### config.mk
export PLATFORM = sky130hd
export DESIGN_NAME = alu_issue_stage
export DESIGN_NICKNAME = d
export VERILOG_FILES = /design/src/rtl/alu_pkg.sv /design/src/rtl/alu_stage_reg.sv /design/src/rtl/alu_issue_stage.sv
export SDC_FILE = /design/constraint.sdc
export NUM_CORES = 1
export LEC_CHECK = 0
export BUFFER_PORTS_ARGS = -buffer_cell sky130_fd_sc_hd__buf_2
export CAP_MARGIN = 0
export CORE_UTILIZATION = 49
export DETAILED_ROUTE_END_ITERATION = 12
export PLACE_DENSITY_LB_ADDON = 0.3
export SLEW_MARGIN = 10
export SYNTH_ARGS = -nofsm -noshare
export SYNTH_HDL_FRONTEND = slang
export SYNTH_HIERARCHICAL = 1
export SYNTH_SLANG_ARGS = --single-unit
### constraint.sdc
create_clock -name clk -period 2.2 [get_ports clk]
set_input_delay 0.44 -clock clk [delete_from_list [all_inputs] [get_ports clk]]
set_output_delay 0.44 -clock clk [all_outputs]
set_load 0.05 [all_outputs]
### src/rtl/alu_pkg.sv
// Shared definitions for the 16-bit ALU datapath: function-select encodings,
// status bit positions and default widths.
package alu_pkg;

   localparam int N_DEF  = 16;
   localparam int RW_DEF = 3;
   localparam int FS_W   = 5;
   localparam int ST_W   = 4;

   typedef enum logic [FS_W-1:0] {
      FS_CLR  = 5'd0,
      FS_ADD  = 5'd1,
      FS_SUB  = 5'd2,
      FS_DEC  = 5'd3,
      FS_NEG  = 5'd4,
      FS_XOR  = 5'd5,
      FS_ADDC = 5'd6,
      FS_INC  = 5'd7,
      FS_SET  = 5'd8,
      FS_NOT  = 5'd9,
      FS_AND  = 5'd10,
      FS_OR   = 5'd11,
      FS_MOVA = 5'd12,
      FS_SHR  = 5'd13,
      FS_SHL  = 5'd14,
      FS_ASHR = 5'd15,
      FS_MOVB = 5'd16
   } fs_e;

   // Bit positions inside the {V,C,N,Z} status word
   localparam int ST_V = 3;
   localparam int ST_C = 2;
   localparam int ST_N = 1;
   localparam int ST_Z = 0;

endpackage

### src/rtl/alu_stage_reg.sv
// Pipeline stage register: payload with its own load enable plus a valid bit
// that can be set or cleared independently of the payload.
module alu_stage_reg #(
   parameter int W = 8
) (
   input  logic         clk,
   input  logic         reset,
   input  logic         load,
   input  logic         valid_we,
   input  logic         valid_d,
   input  logic [W-1:0] d,
   output logic [W-1:0] q,
   output logic         valid
);

   logic [W-1:0] q_reg;
   logic         valid_reg;

   // Payload holds when not loaded so downstream sees stable values while idle
   always_ff @(posedge clk or posedge reset) begin
      if (reset) begin
         q_reg <= '0;
      end else if (load) begin
         q_reg <= d;
      end
   end

   always_ff @(posedge clk or posedge reset) begin
      if (reset) begin
         valid_reg <= 1'b0;
      end else if (valid_we) begin
         valid_reg <= valid_d;
      end
   end

   assign q     = q_reg;
   assign valid = valid_reg;

endmodule

### src/rtl/alu_issue_stage.sv
// Execute/writeback register pair around the external combinational ALU, with
// stored carry, status flags, RAW hazard stall and writeback-stage forwarding.
module alu_issue_stage
   import alu_pkg::*;
#(
   parameter int N  = N_DEF,
   parameter int RW = RW_DEF
) (
   input  logic            clk,
   input  logic            reset,
   input  logic            in_valid,
   output logic            in_ready,
   input  logic [N-1:0]    in_a,
   input  logic [N-1:0]    in_b,
   input  logic [RW-1:0]   in_ra,
   input  logic [RW-1:0]   in_rb,
   input  logic [FS_W-1:0] in_fs,
   input  logic [RW-1:0]   in_rd,
   input  logic            in_wr_en,
   input  logic            in_flag_en,
   output logic [N-1:0]    alu_a,
   output logic [N-1:0]    alu_b,
   output logic [FS_W-1:0] alu_fs,
   output logic            alu_cin,
   input  logic [N-1:0]    alu_fout,
   input  logic [ST_W-1:0] alu_status,
   input  logic            alu_cout,
   output logic            out_valid,
   input  logic            out_ready,
   output logic [N-1:0]    out_data,
   output logic [RW-1:0]   out_rd,
   output logic            out_wr_en,
   output logic            carry_flag,
   output logic [ST_W-1:0] status_flags
);

   localparam int S1_W = 2*N + FS_W + RW + 2;
   localparam int S2_W = N + RW + 1;

   // Execute stage fields
   logic [S1_W-1:0] s1_d, s1_q;
   logic            s1_valid;
   logic [N-1:0]    s1_a, s1_b;
   logic [FS_W-1:0] s1_fs;
   logic [RW-1:0]   s1_rd;
   logic            s1_wr_en, s1_flag_en;

   // Writeback stage fields
   logic [S2_W-1:0] s2_d, s2_q;
   logic            s2_valid;
   logic [N-1:0]    s2_data;
   logic [RW-1:0]   s2_rd;
   logic            s2_wr_en;

   logic            s2_free, s1_adv, hazard, accept;
   logic            carry_reg;
   logic [ST_W-1:0] status_reg;

   logic [RW-1:0]   src_idx  [2];
   logic [N-1:0]    src_data [2];
   logic [N-1:0]    opnd     [2];
   logic [1:0]      src_hit;

   assign {s1_a, s1_b, s1_fs, s1_rd, s1_wr_en, s1_flag_en} = s1_q;
   assign {s2_data, s2_rd, s2_wr_en} = s2_q;

   assign src_idx[0]  = in_ra;
   assign src_idx[1]  = in_rb;
   assign src_data[0] = in_a;
   assign src_data[1] = in_b;

   // Per source: take the writeback result when it targets that register
   // (still valid when it retires on the same edge); also flag a conflict
   // with the producer still in execute, which must stall instead.
   genvar gi;
   generate
      for (gi = 0; gi < 2; gi++) begin : g_src
         assign opnd[gi]    = (s2_valid && s2_wr_en && (src_idx[gi] == s2_rd))
                              ? s2_data : src_data[gi];
         assign src_hit[gi] = (src_idx[gi] == s1_rd);
      end
   endgenerate

   assign s2_free  = ~s2_valid | out_ready;
   assign s1_adv   = s1_valid & s2_free;
   assign hazard   = s1_valid & s1_wr_en & (|src_hit);
   assign in_ready = (~s1_valid | s1_adv) & ~hazard;
   assign accept   = in_valid & in_ready;

   assign s1_d = {opnd[0], opnd[1], in_fs, in_rd, in_wr_en, in_flag_en};
   assign s2_d = {alu_fout, s1_rd, s1_wr_en};

   alu_stage_reg #(.W(S1_W)) u_s1 (
      .clk      (clk),
      .reset    (reset),
      .load     (accept),
      .valid_we (accept | s1_adv),
      .valid_d  (accept),
      .d        (s1_d),
      .q        (s1_q),
      .valid    (s1_valid)
   );

   alu_stage_reg #(.W(S2_W)) u_s2 (
      .clk      (clk),
      .reset    (reset),
      .load     (s1_adv),
      .valid_we (s1_adv | out_ready),
      .valid_d  (s1_adv),
      .d        (s2_d),
      .q        (s2_q),
      .valid    (s2_valid)
   );

   // Flags commit as the op leaves execute, so a following ADDC entering on
   // the same edge already sees the new carry.
   always_ff @(posedge clk or posedge reset) begin
      if (reset) begin
         carry_reg  <= 1'b0;
         status_reg <= '0;
      end else if (s1_adv && s1_flag_en) begin
         carry_reg  <= alu_cout;
         status_reg <= alu_status;
      end
   end

   assign alu_a        = s1_a;
   assign alu_b        = s1_b;
   assign alu_fs       = s1_fs;
   assign alu_cin      = carry_reg;
   assign out_valid    = s2_valid;
   assign out_data     = s2_data;
   assign out_rd       = s2_rd;
   assign out_wr_en    = s2_wr_en & s2_valid;
   assign carry_flag   = carry_reg;
   assign status_flags = status_reg;

endmodule

==> reports/metrics.csv, run 1 <==
stage,metric,value,unit
status,outcome,completed,
cts,clkTransAtPathRegs,80,ps
layout,multiInputGateArea,0.001604,mm²
global_routing,grt_use_total,20.92,%
layout,final_cells,464,
placement,place_congestion,0.8625,
cts,cts_sinks,69,
layout,largest_register_ffs,42,
synthesis,syn-instance-count,214,
timing,hold_viol,0,
floorplan,dieHeight,86.29,µm
floorplan,die_w,86.29,µm
synthesis,ys_ff_latch,69,
drt,via_per_inst,4.828,
layout,final_common_cell,buf_2,
layout,syn2layout_area_growth,29.08,%
cts,insertion_delay,330,ps
setup_path,r2r_start,u_s1/q[3],
global_routing,gr-total-overflow,0,
synthesis,syn_nets,287,
timing,setup_tns,0,ps
placement,dp_cells,448,
setup_path,crit_path_start_kind,flop,
setup_path,cp_max_fo,4,
setup_path,rrSetupSlack,290,ps
placement,place_ws,205.9,ps
drt,drt-initial-drc-count,64,
setup_path,rr_worst_depth,6,
timing,slew-limit-headroom,67.35,%
synthesis,syn-cell-area,0.003481,mm²
timing,rsz0062_at_grt,no,
drt,vias,2240,
floorplan,row_count,30,
global_routing,grt_antenna_before_repair,0,
synthesis,yosys_warnings,6,
floorplan,start_util,50.95,%
global_routing,grt_pass1_wl,11.63,mm
drt,route.detailed.drc,0,
layout,regArea,0.001728,mm²
floorplan,fp.coreArea,0.006832,mm²
drt,routedWlPerCell,15.77,µm
timing,setup_violations,0,
global_routing,grt_pass1_vias,2376,
placement,numPortBuffers,137,
cts,cts_buffer_depth,2,
drt,drt_first_pass_iters,4,
timing,fmax,0.4824,GHz
layout,layout-drive-gt1-share,73.64,%
layout,n_antenna_cell,0,
layout,nNetsFinal,436,
cts,numCtsBuffers,9,
timing,fin_crit_sh,94.22,%
setup_path,r2r_end,u_s1/q[28],
power_and_ir_drop,power_density,1669,mW/mm²
synthesis,yosysUniqueCellTypes,20,
timing,timing.final.ws_setup,127.2,ps
layout,fillCellCount,560,
cts,cts_tree,done,
timing,min_period,2073,ps
drt,drt-total-wl,7.319,mm
setup_path,crit_type,reg2out,
setup_path,end_kind,output pin,
cts,cts.htree.levels,3,
layout,final_cell_mix,"buf_2, dfrtp_1, mux2_4, mux2_2, xor2_1",
synthesis,yosysSeqAreaShare,49.60,%
timing,skew,10.58,ps
floorplan,ios,138,
drt,drtAntennaViolNets,0,
setup_path,arrival,1630,ps
flow_run,cap_violations,0,
placement,hpwl,5.420,mm
timing,slew_violations,0,
floorplan,die_area,0.007445,mm²
global_routing,grt_max_degree,23,
power_and_ir_drop,ir_drop,1.018,mV
cts,root_buffer,clkbuf_8,
setup_path,required,1760,ps
layout,final_util,65.77,%
timing,worst_pin_slew,489.1,ps
synthesis,avgSynthCellArea,16.27,µm²
worst_hold_path,min_path_type,in2async,
power_and_ir_drop,p_leak,2.279,nW
[cell usage after synthesis]
| master | count | share of area [%] |
|---|---|---|
| mux2_4 | 60 | 26 |
| buf_12 | 4 | 2.3 |
| nand3b_1 | 1 | 0.22 |
| a21o_1 | 1 | 0.22 |
| dfrtp_1 | 69 | 50 |
| nor4_4 | 2 | 1.2 |
| mux2_1 | 1 | 0.32 |
| nor2_1 | 2 | 0.22 |
| nor3_1 | 2 | 0.29 |
| inv_1 | 6 | 0.65 |
| buf_6 | 5 | 1.6 |
| and2_1 | 1 | 0.18 |
| nand2_2 | 1 | 0.18 |
| xor2_1 | 12 | 3.0 |
| nand2_1 | 2 | 0.22 |
| or2b_1 | 1 | 0.22 |
| nor4_1 | 2 | 0.36 |
| nand3_1 | 1 | 0.14 |
| buf_4 | 1 | 0.22 |
| mux2_2 | 40 | 13 |
[final cells by class]
type / count / share of cell area [%]
clock buffers: 12 / 3.453
clock inverters: 4 / 1.559
inverters: 6 / 0.5013
multi-input cells: 129 / 35.70
flip-flops and latches: 69 / 38.46
well taps: 96 / 2.673
repair buffers: 148 / 17.66
[timing repair]
item,CTS,global route
endpoints found under the setup margin,0,1
hold buffers,0,0
setup buffers,0,0
resized for setup,0,1
[per-layer routing]
layer  up-vias  global-route usage, %  share of wire [%]
met3        10                  5.143                4.7
met2        77                  34.20                 50
li1       1049                      -                  -
met5         -                      0                  0
met4         0                  8.030                1.7
met1      1104                  26.93                 44
[logic make-up after synthesis]
kind of cell    share of synthesized area, %
simple gates                           3.235
compound gates                        0.2158
xor+xnor                               3.019
flops                                  49.60
buf+inv                                4.781
mux                                    39.14
[metrics by stage]
| step | hold slack (ps) | cell area (µm²) | power (W) |
|---|---|---|---|
| 6_report | 15.31 | 4493 | 0.007499 |
| 4_1_cts | 7.230 | 4487 | 0.007557 |
| 3_5_place_dp | 375.6 | 4262 | 0.006380 |
| 2_1_floorplan | 218.5 | 3487 | 0.005560 |
| 5_1_grt | 19.39 | 4493 | 0.007833 |
| 3_3_place_gp | 364.3 | 4262 | 0.006312 |
[power breakdown]
group	internal, W	switching, W	leakage [nW]	total [W]
sequential	0.00181	0.000427	0.805	0.00224
combinational	0.00146	0.00265	1.36	0.00411
clock	0.000697	0.000454	0.116	0.00115
[worst max-delay path, cell delays in order (launching register included)]
cell	delay [ps]
dfrtp_1	430
xor2_1	170
nor4_2	290
buf_4	160
nor3_2	40
buf_2	200
[worst max-delay path by stage]
stage | cells after the start | to | from
finish | 5 | in_ready | u_s1/q[3]
global route | 5 | in_ready | u_s1/q[3]
CTS | 5 | in_ready | u_s1/q[4]
detailed placement | 6 | u_s1/q[14] | in_rb[0]
global placement | 6 | u_s1/q[33] | in_ra[2]
floorplan | 5 | u_s1/q[31] | u_s2/q[3]
No activity file was read; power rests on OpenSTA's default activity.
==> inputs of run 2 (changes only) <==
REMOVE_ABC_BUFFERS = 1   (was default)
==> run 2 against run 1 <==
  * Clock power about the same
  * Via count up 1.7%
  * Worst hold slack better by 300 ps
  * Combinational power up 1%
  * Largest cell class unchanged
==> reports/metrics.csv, run 2 (synthesized netlist as in run 1, its figures left out) <==
stage,metric,value,unit,change
floorplan,ios,138,,unchanged
setup_path,crit_path_start_kind,flop,,unchanged
cts,insertion_delay,350,ps,was 330 ps
layout,final_util,66.14,%,was 65.77%
timing,slew-limit-headroom,62.90,%,was 67.35%
cts,clkTransAtPathRegs,90,ps,was 80 ps
floorplan,start_util,50.95,%,unchanged
setup_path,end_kind,output pin,,unchanged
drt,top_layer_used,met4,,unchanged
setup_path,r2r_end,u_s1/q[17],,was u_s1/q[28]
setup_path,required,1760,ps,about the same
power_and_ir_drop,power_density,1672,mW/mm²,was 1669 mW/mm²
drt,vias,2278,,was 2240
drt,dr_wl_met2,3.725,mm,was 3.636 mm
cts,numCtsBuffers,9,,unchanged
layout,largest_register_ffs,42,,unchanged
layout,layout-drive-gt1-share,73.37,%,was 73.64%
setup_path,r2r_start,u_s1/q[2],,was u_s1/q[3]
drt,drt-total-wl,7.549,mm,was 7.319 mm
floorplan,die_w,86.29,µm,unchanged
power_and_ir_drop,sw_frac_of_total,47.90,%,was 47.09%
floorplan,row_count,30,,unchanged
drt,wl_met3,364,µm,was 346 µm
placement,place_congestion,0.7445,,was 0.8625
cts,root_buffer,clkbuf_8,,unchanged
setup_path,crit_type,reg2out,,unchanged
power_and_ir_drop,ir_drop,0.8705,mV,was 1.018 mV
layout,nNetsFinal,436,,unchanged
timing,fmax,0.4730,GHz,was 0.4824 GHz
global_routing,grt_max_degree,27,,was 23
drt,met1Wirelength,3.294,mm,was 3.208 mm
timing,fin_crit_sh,96.10,%,was 94.22%
layout,fillCellCount,548,,was 560
power_and_ir_drop,p_leak,2.282,nW,was 2.279 nW
drt,drt-initial-drc-count,43,,was 64
power_and_ir_drop,p_sw,0.003618,W,was 0.003531 W
layout,final_cell_mix,"buf_2, dfrtp_1, mux2_4, mux2_2, xor2_1",,unchanged
layout,final_common_cell,buf_2,,unchanged
drt,via_per_inst,4.909,,was 4.828
setup_path,slowest_delay,450,ps,was 430 ps
placement,dp_cells,446,,was 448
cts,cts.htree.levels,3,,unchanged
setup_path,arrival,1670,ps,was 1630 ps
cts,cts_sinks,69,,unchanged
floorplan,die_area,0.007445,mm²,unchanged
status,outcome,completed,,unchanged
layout,n_antenna_cell,0,,unchanged
timing,min_period,2114,ps,was 2073 ps
layout,final_cells,464,,unchanged
layout,finalInstanceArea,0.004518,mm²,was 0.004493 mm²
timing,skew,11.28,ps,was 10.58 ps
setup_path,crit_end,in_ready,,unchanged
placement,numPortBuffers,137,,unchanged
placement,hpwl,5.459,mm,was 5.420 mm
drt,route.detailed.drc,0,,unchanged
timing,setup_violations,0,,unchanged
timing,rsz0062_at_grt,no,,unchanged
layout,syn2layout_area_growth,29.80,%,was 29.08%
flow_run,cap_violations,0,,unchanged
setup_path,slowest_stage,dfrtp_1,,unchanged
timing,hold_viol,0,,unchanged
timing,slew_violations,0,,unchanged
global_routing,grt_pass1_vias,2331,,was 2376
drt,routedWlPerCell,16.27,µm,was 15.77 µm
cts,cts_tree,done,,unchanged
global_routing,grt_use_total,21.61,%,was 20.92%
power_and_ir_drop,intPower,0.003935,W,was 0.003968 W
drt,drt_first_pass_iters,4,,unchanged
global_routing,gr-total-overflow,0,,unchanged
drt,drtAntennaViolNets,0,,unchanged
global_routing,grt_pass1_wl,11.90,mm,was 11.63 mm
timing,worst_pin_slew,555.7,ps,was 489.1 ps
worst_hold_path,min_path_type,in2reg,,was in2async
global_routing,grt_antenna_before_repair,0,,unchanged
setup_path,cp_max_fo,4,,unchanged
setup_path,rr_worst_depth,6,,unchanged
setup_path,worstSetupStartpoint,u_s1/q[2],,was u_s1/q[3]
setup_path,rrSetupSlack,210,ps,was 290 ps
setup_path,path_cells,xor2_1 -> nor4_2 -> nor3_1 -> buf_2,,was xor2_1 -> nor4_2 -> buf_4 -> nor3_2 -> buf_2
cts,cts_buffer_depth,2,,unchanged
power_and_ir_drop,clkPwrFrac,15.3,%,was 15.4%
floorplan,fp.coreArea,0.006832,mm²,unchanged
placement,place_area,0.004265,mm²,was 0.004262 mm²
power_and_ir_drop,sequentialPowerShare,29.8,%,was 29.9%
power_and_ir_drop,combinationalPowerShare,54.9,%,was 54.8%
timing,setup_tns,0,ps,unchanged
floorplan,dieHeight,86.29,µm,unchanged
run 2: power by group through the flow:
stage / Clock, W / Combinational [W] / Sequential (W)
2_1_floorplan: 0 / 0.00154 / 0.00395
3_3_place_gp: 0 / 0.00410 / 0.00225
3_5_place_dp: 0 / 0.00415 / 0.00226
4_1_cts: 0.00119 / 0.00416 / 0.00225
5_1_grt: 0.00124 / 0.00433 / 0.00233
6_report: 0.00116 / 0.00415 / 0.00225
run 2: metrics by stage:
stage	setup slack, ps	power, W	hold WS (ps)
global placement	227.2	0.006342	365.3
detailed placement	175.4	0.006413	381.6
finish	85.88	0.007554	317.9
CTS	5.908	0.007604	298.0
floorplan	-3892	0.005494	218.5
global route	19.71	0.007895	312.5
run 2: critical path: cells and delay by family, from the launching register on:
kind	cells	cell delay, ps
DFF	1	450
and+or+nand+nor	2	450
buffers and inverters	1	220
xor gates and xnor gates	1	200
run 2: layout make-up:
type,count,area [µm²],share of cell area [%]
clock buffers,9,123.9,2.742
repair buffers,148,820.8,18.17
well taps,96,120.1,2.659
multi-input cells,129,1605,35.53
inverters,6,22.52,0.4985
clock inverters,7,98.84,2.188
flip-flops and latches,69,1727,38.22
run 2: how the worst min path moves through the flow:
stage | startpoint | endpoint | cells past startpoint
final | alu_fout[11] | u_s2/q[15] | 2
after global routing | alu_fout[6] | u_s2/q[10] | 2
after CTS | alu_fout[11] | u_s2/q[15] | 2
after detailed placement | reset | alu_cin | 2
after global placement | reset | alu_cin | 2
after floorplan | reset | alu_cin | 1
run 2: timing repair:
action / in CTS / in global routing
setup endpoints to repair: 1 / 1
hold buffers: 1 / 0
hold endpoints to repair: 2 / 0
resized for setup: 1 / 1
pin swaps: 0 / 1
buffers inserted: 0 / 1
run 2: routing by layer:
| metal | vias to the layer above | GRT usage [%] |
|---|---|---|
| li1 | 1054 | - |
| met1 | 1132 | 28.27 |
| met2 | 78 | 34.63 |
| met3 | 14 | 4.095 |
| met4 | 0 | 10.61 |
| met5 | - | 0 |
